<file path="src/rtl/mil_txd_enc.sv">
// MIL-STD-1553 style Manchester word transmitter: 3-bit-time sync, 16 data bits MSB first,
// odd parity bit. Line drives are registered and derived from the next-state view of the datapath.
module mil_txd_enc #(
   parameter int Fclk  = 50000000,
   parameter int TXvel = 1000000
) (
   input  logic        clk,
   input  logic        rst_n,
   input  logic        start,
   input  logic        CW_DW,
   input  logic [15:0] din,
   output logic        TX_P,
   output logic        TX_N,
   output logic        busy,
   output logic        done,
   output logic [5:0]  cb_tact,
   output logic [4:0]  cb_bit
);

   localparam int T_BIT  = Fclk / TXvel;
   localparam int T_HALF = T_BIT / 2;
   localparam int T_SYH  = (3 * T_BIT) / 2;
   localparam int SW     = $clog2(2 * T_SYH);

   localparam logic [5:0]    TACT_LAST = 6'(T_BIT - 1);
   localparam logic [5:0]    TACT_HALF = 6'(T_HALF);
   localparam logic [4:0]    BIT_LAST  = 5'd15;
   localparam logic [SW-1:0] SYNC_LAST = SW'(2 * T_SYH - 1);
   localparam logic [SW-1:0] SYNC_HALF = SW'(T_SYH);

   typedef enum logic [1:0] {
      IDLE = 2'd0,
      SYNC = 2'd1,
      DATA = 2'd2,
      PAR  = 2'd3
   } state_t;

   state_t          state_q, state_d;
   logic [SW-1:0]   sync_cnt_q, sync_cnt_d;
   logic [5:0]      cb_tact_q, cb_tact_d;
   logic [4:0]      cb_bit_q, cb_bit_d;
   logic [15:0]     sr_q, sr_d;
   logic            cw_q, cw_d;
   logic            par_q, par_d;
   logic            tx_p_q, tx_p_d;
   logic            tx_n_q, tx_n_d;
   logic            busy_q, busy_d;
   logic            done_q, done_d;

   logic            bit_wrap;
   logic            drive;
   logic            line_level;

   // Sequencing: state, counters, shift register and parity accumulator.
   always_comb begin
      state_d    = state_q;
      sync_cnt_d = sync_cnt_q;
      cb_tact_d  = cb_tact_q;
      cb_bit_d   = cb_bit_q;
      sr_d       = sr_q;
      cw_d       = cw_q;
      par_d      = par_q;
      done_d     = 1'b0;
      bit_wrap   = (cb_tact_q == TACT_LAST);

      case (state_q)
         IDLE: begin
            if (start) begin
               state_d    = SYNC;
               sync_cnt_d = '0;
               cb_tact_d  = '0;
               cb_bit_d   = '0;
               sr_d       = din;
               cw_d       = CW_DW;
               par_d      = 1'b0;
            end
         end
         SYNC: begin
            if (sync_cnt_q == SYNC_LAST) begin
               state_d    = DATA;
               sync_cnt_d = '0;
            end else begin
               sync_cnt_d = sync_cnt_q + SW'(1);
            end
         end
         DATA: begin
            if (bit_wrap) begin
               cb_tact_d = '0;
               cb_bit_d  = cb_bit_q + 5'd1;
               par_d     = par_q ^ sr_q[15];
               sr_d      = {sr_q[14:0], 1'b0};
               if (cb_bit_q == BIT_LAST) begin
                  state_d = PAR;
               end
            end else begin
               cb_tact_d = cb_tact_q + 6'd1;
            end
         end
         PAR: begin
            if (bit_wrap) begin
               state_d   = IDLE;
               cb_tact_d = '0;
               cb_bit_d  = '0;
               done_d    = 1'b1;
            end else begin
               cb_tact_d = cb_tact_q + 6'd1;
            end
         end
         default: begin
            state_d = IDLE;
         end
      endcase
   end

   // Line encoder works on next-state values so the registered lines line up with the state.
   // line_level = 1 means TX_P driven, 0 means TX_N driven; first half of a bit carries the bit.
   always_comb begin
      drive      = 1'b0;
      line_level = 1'b0;
      case (state_d)
         SYNC: begin
            drive      = 1'b1;
            line_level = (sync_cnt_d < SYNC_HALF) ? cw_d : ~cw_d;
         end
         DATA: begin
            drive      = 1'b1;
            line_level = (cb_tact_d < TACT_HALF) ? sr_d[15] : ~sr_d[15];
         end
         PAR: begin
            drive      = 1'b1;
            line_level = (cb_tact_d < TACT_HALF) ? ~par_d : par_d;
         end
         default: begin
            drive      = 1'b0;
            line_level = 1'b0;
         end
      endcase
      tx_p_d = drive & line_level;
      tx_n_d = drive & ~line_level;
      busy_d = drive;
   end

   always_ff @(posedge clk) begin
      if (!rst_n) begin
         state_q    <= IDLE;
         sync_cnt_q <= '0;
         cb_tact_q  <= '0;
         cb_bit_q   <= '0;
         sr_q       <= '0;
         cw_q       <= 1'b0;
         par_q      <= 1'b0;
         tx_p_q     <= 1'b0;
         tx_n_q     <= 1'b0;
         busy_q     <= 1'b0;
         done_q     <= 1'b0;
      end else begin
         state_q    <= state_d;
         sync_cnt_q <= sync_cnt_d;
         cb_tact_q  <= cb_tact_d;
         cb_bit_q   <= cb_bit_d;
         sr_q       <= sr_d;
         cw_q       <= cw_d;
         par_q      <= par_d;
         tx_p_q     <= tx_p_d;
         tx_n_q     <= tx_n_d;
         busy_q     <= busy_d;
         done_q     <= done_d;
      end
   end

   assign TX_P    = tx_p_q;
   assign TX_N    = tx_n_q;
   assign busy    = busy_q;
   assign done    = done_q;
   assign cb_tact = cb_tact_q;
   assign cb_bit  = cb_bit_q;

endmodule

</file>
<file path="config.mk">
export PLATFORM = sky130hd
export DESIGN_NAME = mil_txd_enc
export DESIGN_NICKNAME = d
export VERILOG_FILES = /design/src/rtl/mil_txd_enc.sv
export SDC_FILE = /design/constraint.sdc
export NUM_CORES = 1
export LEC_CHECK = 0
export CORE_MARGIN = 2
export CORE_UTILIZATION = 40
export DETAILED_ROUTE_END_ITERATION = 16
export GPL_TIMING_DRIVEN = 0
export PLACE_DENSITY = 0.66
export SLEW_MARGIN = 10
export SYNTH_ARGS = -nofsm -noshare
export SYNTH_HDL_FRONTEND = slang
export SYNTH_SLANG_ARGS = --single-unit
</file>
<file path="constraint.sdc">
create_clock -name clk -period 5.64 [get_ports clk]
set_clock_uncertainty 0.15 [all_clocks]
set_input_delay 0.564 -clock clk [delete_from_list [all_inputs] [get_ports clk]]
set_output_delay 0.564 -clock clk [all_outputs]
set_load 0.05 [all_outputs]
</file>
==> results_dict.tcl <==
set metrics [dict create \
    cts.sinks 43 \
    num_vias 2112 \
    fin_ws_ns 2.771 \
    synth_nets 306 \
    synth_largest_area_cell "dfxtp_1" \
    gp_congestion 0.8948 \
    drt-initial-drc-count 109 \
    hold_viol 0 \
    fp-row-count 27 \
    place_area_sq_um 2794 \
    drive_gt1_share_pct 7.453 \
    cts-root-buf "clkbuf_8" \
    cts_tree "done" \
    htreeDepth 2 \
    grt_overflow_total 0 \
    start_util_pct 42.15 \
    netlist.area_leader.share_pct 36.42 \
    yosysUniqueCellTypes 55 \
    synth_area_leaders "dfxtp_1 (36%), nand2_1 (6.4%), a21boi_0 (4.8%)" \
    dieArea_sq_um 6540 \
    port_buffers 34 \
    synth_edf_count 0 \
    period_share_pct 50.88 \
    nNetsFinal 347 \
    vias_per_cell 5.360 \
    max-slew-margin-rel_pct 52.46 \
    cts-buffers-inserted 5 \
    post_cts_resized 0 \
    grt_max_degree 14 \
    synth_warnings 0 \
    worst_ir_drop_vdd_mv 0.1070 \
    slew_viol_final 0 \
    dr.pass1.iters 4 \
    clk_latency_ns 0.30 \
    required_ns 5.69 \
    crit_type "in2reg" \
    max_cap_viol_count 0 \
    grt_pass1_wl_mm 9.052 \
    start_kind "input pin" \
    grt_pass1_vias 1924 \
    die_width_um 80.87 \
    power_density_nw_per_um2 231.4 \
    cts-hold-fix-buffers 0 \
    design.core.area_sq_um 5608 \
    place_inst 386 \
    hold_slack_ns 0.3189 \
    dpl_worst_slack_ns 2.446 \
    ys_ff_latch 43 \
    outcome "completed" \
    crit_fanout 9 \
    dp.final_hpwl_mm 3.867 \
    final_cell_mix "dfxtp_1 (43), nand2_1 (40), clkdlybuf4s50_1 (34)" \
    finalSetupTns_ns 0 \
    finalNonFillerCells 394 \
    ant_nets 0 \
    synth_async_sr_flop_share_pct 0 \
    hold_path.class "reg2reg" \
    leakagePower_uw 0.001036 \
    die_y_um 80.87 \
    postRouteWirelength_mm 5.333 \
    synth-seq-area-share_pct 36.42 \
    pin_count 35 \
    synth_area_sq_um 2364 \
    rsz0062_at_grt "no" \
    postCtsSetupRepairBufs 0 \
    syn_area_per_cell_sq_um 8.441 \
    cts_buffer_depth 2 \
    worst_pin_slew_ns 0.7104 \
    final_area_sq_um 2927 \
    timing.fmax_mhz 348.5 \
    netlist_instances 280 \
    drc 0 \
    worstPathArrival_ns 2.92 \
    syn_to_final_growth_pct 23.82 \
    setup_violations 0 \
    synthFlopType "dfxtp_1" \
    critPathCaptureType "flip-flop" \
    grt_use_total_pct 17.69 \
    fin_crit_ns 2.869 \
    n_antenna_cell 0 \
    clkTransAtPathRegs_ns 0.08 \
    final_common_cell "dfxtp_1" \
    wl_per_cell_um 13.54 \
    antenna_found_initial 0 \
]
## area by class of cell
type / count / area, sq um
Fill cell: 560 / 2681
Multi-Input combinational cell: 214 / 1410
Timing Repair Buffer: 34 / 340.3
Sequential cell: 43 / 860.8
Buffer: 14 / 58.81
Inverter: 9 / 33.78
Clock inverter: 2 / 60.06
Clock buffer: 6 / 72.57
Tap cell: 72 / 90.09
## where the power goes
part	internal, uW	switching (uW)
Combinational	32.5	36.9
Clock	177	112
Sequential	313	5.34
## sequential cells by signal (all words and copies together) (netlist names)
register    count
cw_q            1
cb_tact         6
busy            1
TX_P            1
cb_bit          5
TX_N            1
par_q           1
state_q         2
sr_q           16
sync_cnt_q      8
done            1
## cells in the mapped netlist, types with 7 or more instances
cell,number
dfxtp_1,43
clkbuf_1,9
nand2_1,40
nand3_1,8
nor2_1,7
a21oi_1,10
inv_1,9
a21boi_0,15
a22oi_1,15
nor2b_1,11
and2_1,17
o21ai_0,12
## kinds of logic (layout without fill, tap and decap cells)
kind of cell    after synthesis  count (layout)  share of synthesized area (%)
mux                           2               2                         0.8999
buf+inv                      23              65                          3.917
flops                        43              43                          36.42
fa+ha+maj                     6               6                          3.176
compound gates               85              85                          26.26
xor+xnor                      5               5                          1.853
simple gates                116             116                          27.48
## path summary, 6_finish.rpt
path              startpoint  cells past startpoint  slack (ns)  endpoint
setup / recovery       start                      8        2.77      TX_N
hold / removal      sr_q[13]                      2        0.32  sr_q[13]
setup reg to reg  cb_tact[0]                      7        3.09   sr_q[5]
hold reg to reg     sr_q[13]                      2        0.32  sr_q[13]
## metrics by stage
| stage | utilization [%] | power, uW |
|---|---|---|
| after global placement | 49.82 | 395.0 |
| after CTS | 52.19 | 682.7 |
| final | 52.19 | 677.1 |
| after detailed placement | 49.82 | 395.6 |
| after floorplan | - | 366.8 |
| after global routing | 52.19 | 704.5 |
## worst max-delay path, cell delays in order
cell and delay, ns:
clkdlybuf4s50_1 0.58, nor3b_2 0.57, mux2_2 0.43, a211oi_1 0.25, o21ai_0 0.14, o31ai_1 0.10, nor3b_2 0.10, and4_1 0.18
## layer usage
layer	GRT usage, %	vias to the layer above	wire length [um]
li1	-	1097	-
met1	24.35	973	2676
met2	27.52	36	2408
met3	3.667	6	181
met4	5.932	0	66
met5	0	-	0
No activity file was read; power rests on OpenSTA's default activity.
==> edit 1 (same settings) <==
The 4 states of `state_t` get a one-hot encoding in 4 bits.
--- a/src/rtl/mil_txd_enc.sv
+++ b/src/rtl/mil_txd_enc.sv
@@ -28,11 +28,11 @@
    localparam logic [SW-1:0] SYNC_LAST = SW'(2 * T_SYH - 1);
    localparam logic [SW-1:0] SYNC_HALF = SW'(T_SYH);
 
-   typedef enum logic [1:0] {
-      IDLE = 2'd0,
-      SYNC = 2'd1,
-      DATA = 2'd2,
-      PAR  = 2'd3
+   typedef enum logic [3:0] {
+      IDLE = 4'b0001,
+      SYNC = 4'b0010,
+      DATA = 4'b0100,
+      PAR  = 4'b1000
    } state_t;
 
    state_t          state_q, state_d;
Formal check against the unedited RTL: same outputs for any inputs over 10 cycles, from zero or initial values and one cycle with rst_n low; not proved beyond that.
==> edit 1 against the original RTL <==
- setup slack lost 0.045 ns
- count of clock-buffer cells in the layout is the same
- power shrank 2.4%
- clock power shrank 10%
- area after synthesis grew 1.6%
- design area grew 1.0%
- largest power group unchanged
- wire length is essentially flat
- non-clock buffer count grew 2
- combinational power shrank 3%
- sequential cell count grew 2
==> edit 1: results (changes against the original RTL) <==
metric;value;unit;change
Commonest cells post-synth;dfxtp_1 (45), nand2_1 (29), a21boi_0 (18);;was dfxtp_1 (43), nand2_1 (40), and2_1 (17)
Place WS;2.44;ns;was 2.45 ns
final setup margin;2.73;ns;was 2.77 ns
largest net degree at the start of global routing;15;;was 14
Lkg Pwr;1.10;nW;was 1.04 nW
Reg-to-Reg End;TX_N;;was sr_q[5]
HPWL after DPL;3910;um;was 3870 um
GP Congestion;0.895;;about the same
Worst path max stage delay;0.62;ns;was 0.58 ns
VDD IR max;0.129;mV;was 0.107 mV
Hold Startpoint;sr_q[14];;was sr_q[13]
GRT Resource Usage Total;16.9;%;was 17.7%
flop2flop setup slack;2.79;ns;was 3.09 ns
most flop-heavy register;sr_q;;unchanged
Worst Hold Endpoint;sr_q[14];;was sr_q[13]
first-pass GRT wire length;8800;um;was 9050 um
vias in the first global route;1903;;was 1924
crit path max-delay cell type;nor2_1;;was clkdlybuf4s50_1
Cell Area, Placed;2840;sq um;was 2790 sq um
switching power;0.158;mW;was 0.154 mW
worst reg-to-reg path cell count;9;;was 7
final-layout fill cell count;564;;was 560
Synth area leaders;dfxtp_1 (38%), a21boi_0 (5.6%), a22oi_1 (4.7%);;was dfxtp_1 (36%), nand2_1 (6.4%), a21boi_0 (4.8%)
Avg WL per Cell;13.5;um;about the same
initial DRC count;111;;was 109
Max-slew headroom;53.2;%;was 52.5%
Via Count;2128;;was 2112
syn_nets;303;;was 306
Cell variety after synth;61;;was 55
status;finished clean;;unchanged
crit-path max FO;10;;was 9
Seq/Total Area, Yosys;37.5;%;was 36.4%
Clock Path Buffers;2;;unchanged
share of cells above drive strength 1;7.21;%;was 7.45%
multi-input logic area;1390;sq um;was 1410 sq um
Final nets;344;;was 347
CP Data Arrival Time;3.00;ns;was 2.92 ns
-- edit 1: changes by cell type after synthesis, sizes merged, moves of 3 or more --
cell,delta
o21ai,+6
a31oi,+4
buf,+3
and2,-7
a21boi,+3
nor4,-3
nand2,-11
and3,+3
o31ai,-6
nor2b,+3
-- edit 1: logic make-up (layout without fill, tap and decap cells) --
| kind of cell | after synthesis | after routing | share of synthesized area [%] |
|---|---|---|---|
| and+or+nand+nor | 100 | 100 | 24.2 |
| AOI/OAI and AO/OA | 96 | 96 | 28.0 |
| DFF | 45 | 45 | 37.5 |
| buffers and inverters | 24 | 66 | 4.58 |
| adders and majority gates | 6 | 6 | 3.12 |
| xor gates and xnor gates | 3 | 3 | 1.09 |
| muxes | 3 | 3 | 1.46 |
-- edit 1: power by group through the flow --
stage	registers, mW	logic (mW)	clock network [mW]
after detailed placement	0.341	0.0675	0
after CTS	0.334	0.0678	0.267
final	0.334	0.0676	0.259
after global routing	0.335	0.0747	0.277
after floorplan	0.344	0.0361	0
after global placement	0.341	0.0676	0
-- edit 1: layout make-up --
cell class,instances,share of cell area [%]
flip-flops and latches,45,30.5
multi-input cells,208,47.1
clock inverters,2,1.27
inverters,8,1.02
plain buffers,16,2.71
repair buffers,34,11.5
clock buffers,6,2.79
well taps,75,3.17
-- edit 1: worst register-to-register path, delay by kind of cell, from the launching register on --
kind | cells | cell delay, ns
compound gates | 3 | 0.92
flops | 1 | 0.46
buf+inv | 1 | 0.42
fa+ha+maj | 1 | 0.18
simple gates | 4 | 0.66
-- edit 1: routing by layer --
layer	wire length (um)	global-route usage, %
met5	0	0
met4	40	4.58
met1	2590	21.7
met3	210	4.62
met2	2490	27.8
-- edit 1: metrics by stage --
| stage | instances | hold slack, ns |
|---|---|---|
| final | 394 | 0.320 |
| after global routing | 394 | 0.342 |
| after CTS | 394 | 0.323 |
| after detailed placement | 386 | 0.310 |
| after global placement | 386 | 0.301 |
| after floorplan | 277 | 0.294 |
-- edit 1: how the worst max path moves through the flow --
stage / from / to / cells past startpoint
global placement: start / TX_N / 8
global route: cb_tact[0] / TX_N / 9
detailed placement: start / TX_N / 8
finish: start / TX_N / 8
CTS: start / TX_N / 8
floorplan: cb_tact[0] / TX_N / 9
==> edit 2 (same flow settings) <==
Made on the original files. The parameter `Fclk` goes from 50000000 to 200000000.
--- a/src/rtl/mil_txd_enc.sv
+++ b/src/rtl/mil_txd_enc.sv
@@ -1,7 +1,7 @@
 // MIL-STD-1553 style Manchester word transmitter: 3-bit-time sync, 16 data bits MSB first,
 // odd parity bit. Line drives are registered and derived from the next-state view of the datapath.
 module mil_txd_enc #(
-   parameter int Fclk  = 50000000,
+   parameter int Fclk  = 200000000,
    parameter int TXvel = 1000000
 ) (
    input  logic        clk,
Behaviour: same outputs for any inputs over 10 cycles, from zero or initial values and one cycle with rst_n low; that may be too few to reach the edited logic, so the function may still have changed.
==> edit 2 against the original RTL <==
- clock power shrank 11%
- largest cell class unchanged
- design area shrank 1.7%
- critical endpoint is now TX_P
- power fell by 1.7%
- setup slack gained 0.18 ns
- cell count fell by 0.76%
- sequential cell count grew 2
- core utilization fell by 0.56 points
- wire length increased by 4.1%
- critical path type is now flip-flop to flip-flop
- area after synthesis fell by 1.4%
- non-clock buffer count up 3
==> edit 2: results (changes against the original RTL) <==
metric;value;unit;change
Commonest cells post-synth;dfxtp_1 (45), nand2_1 (32), a21oi_1 (30);;was dfxtp_1 (43), nand2_1 (40), and2_1 (17)
asr flop ratio synth;0;%;unchanged
Clock Tree Root;clkbuf_8;;unchanged
initial antenna violation count;0;;unchanged
Hold Startpoint;sr_q[12];;was sr_q[13]
later-pin clock latency in the skew report;0.31;ns;
Synth area leaders;dfxtp_1 (39%), a21oi_1 (6.4%), nand2_1 (5.2%);;was dfxtp_1 (36%), nand2_1 (6.4%), a21boi_0 (4.8%)
syn_nets;301;;was 306
Comb pwr share;11.0;%;was 10.2%
measured slew at the worst slew-check pin;0.779;ns;was 0.710 ns
VDD IR max;0.139;mV;was 0.107 mV
GRT Resource Usage Total;18.1;%;was 17.7%
Cell variety after synth;59;;was 55
HPWL after DPL;3930;um;was 3870 um
number of diodes;0;;unchanged
Syn. warnings;0;;unchanged
Post-CTS Setup Bufs;0;;unchanged
Final nets;342;;was 347
worst hold path type;flip-flop to flip-flop;;unchanged
top layer in use;met4;;unchanged
kind of critical path;flip-flop to flip-flop;;was input port to flip-flop
sw frac;25.5;%;was 22.8%
post-synth top area cell;dfxtp_1;;unchanged
Via Count;2161;;was 2112
crit-path max FO;6;;was 9
Lkg Pwr;1.03;nW;was 1.04 nW
initial DRC count;148;;was 109
met3 wire length;214;um;was 181 um
post-cts resize count;0;;unchanged
Cell Area, Placed;2760;sq um;was 2790 sq um
routed wl met2;2550;um;was 2410 um
Worst path max stage delay;0.66;ns;was 0.58 ns
Seq/Total Area, Yosys;38.6;%;was 36.4%
worst reg-to-reg path cell count;7;;unchanged
vias in the first global route;1974;;was 1924
htree depth;2;;unchanged
clock transition at the registers of the reported paths;0.10;ns;was 0.08 ns
first-pass GRT wire length;9090;um;was 9050 um
reg2reg start;cb_tact[0];;unchanged
Pre-Repair DR Iteration Count;4;;unchanged
CP Data Arrival Time;2.74;ns;was 2.92 ns
DR DRC count;0;;unchanged
Met1 Wirelength;2720;um;was 2680 um
Num CTS Buffers;5;;unchanged
most flop-heavy register;sr_q;;unchanged
status;finished clean;;unchanged
largest net degree at the start of global routing;17;;was 14
GP Congestion;0.842;;was 0.895
I/O Buffers;34;;unchanged
share of cells above drive strength 1;9.40;%;was 7.45%
max reg flops;16;;unchanged
Worst Hold Depth;2;;unchanged
final-layout fill cell count;558;;was 560
DRT Wirelength;5550;um;was 5330 um
crit path max-delay cell type;o21ai_0;;was clkdlybuf4s50_1
Clock Path Buffers;2;;unchanged
-- edit 2: cell types whose count changed in the layout (fill, tap and decap cells not counted), sizes merged, moves of 8 or more --
cell	change
nand2	-8
a21oi	+20
and2	-10
nor2	+13
nor2b	-10
a21boi	-14
-- edit 2: cell type report --
cell class                 count  area [sq um]  share of cell area, %
multi-input combinational    207          1290                   44.7
sequential                    45           901                   31.3
timing repair buffer          34           340                   11.8
buffer                        17           114                   3.96
tap                           72          90.1                   3.13
clock buffer                   5          68.8                   2.39
clock inverter                 3          47.5                   1.65
inverter                       8          30.0                   1.04
-- edit 2: power by group through the flow --
stage / logic (mW) / registers [mW] / clock network [mW]
final: 0.0735 / 0.334 / 0.258
after global placement: 0.0735 / 0.341 / 0
after detailed placement: 0.0737 / 0.341 / 0
after global routing: 0.0802 / 0.335 / 0.278
after floorplan: 0.0381 / 0.347 / 0
after CTS: 0.0740 / 0.334 / 0.264
-- edit 2: logic make-up (layout without fill, tap and decap cells) --
| family | after synthesis | count (layout) | synth area share, % |
|---|---|---|---|
| xor+xnor | 7 | 7 | 2.63 |
| flops | 45 | 45 | 38.6 |
| fa+ha+maj | 4 | 4 | 2.15 |
| compound gates | 81 | 81 | 23.1 |
| buf+inv | 25 | 67 | 6.17 |
| simple gates | 109 | 109 | 24.7 |
| mux | 6 | 6 | 2.63 |
-- edit 2: worst paths after layout --
kind | to | slack [ns]
min | sr_q[12] | 0.31
min reg2reg | sr_q[12] | 0.31
max | TX_P | 2.95
max reg2reg | TX_P | 2.95
-- edit 2: stage by stage --
stage | setup WS (ns) | cells | hold WS [ns]
after floorplan | 3.06 | 277 | 0.284
after global placement | 2.69 | 383 | 0.292
after global routing | 2.75 | 391 | 0.332
final | 2.95 | 391 | 0.310
after CTS | 2.97 | 391 | 0.312
after detailed placement | 2.66 | 383 | 0.298
-- edit 2: routing by layer --
layer  GRT usage (%)  vias to the layer above
li1                -                     1085
met1            23.9                     1020
met2            28.8                       50
met3            3.82                        6
met4            6.95                        0
met5               0                        -
-- edit 2: critical path, delay by kind of cell, from the launching register on --
kind | cells | cell delay (ns)
compound gates | 3 | 1.31
xor+xnor | 1 | 0.16
fa+ha+maj | 1 | 0.26
flops | 1 | 0.40
simple gates | 2 | 0.31
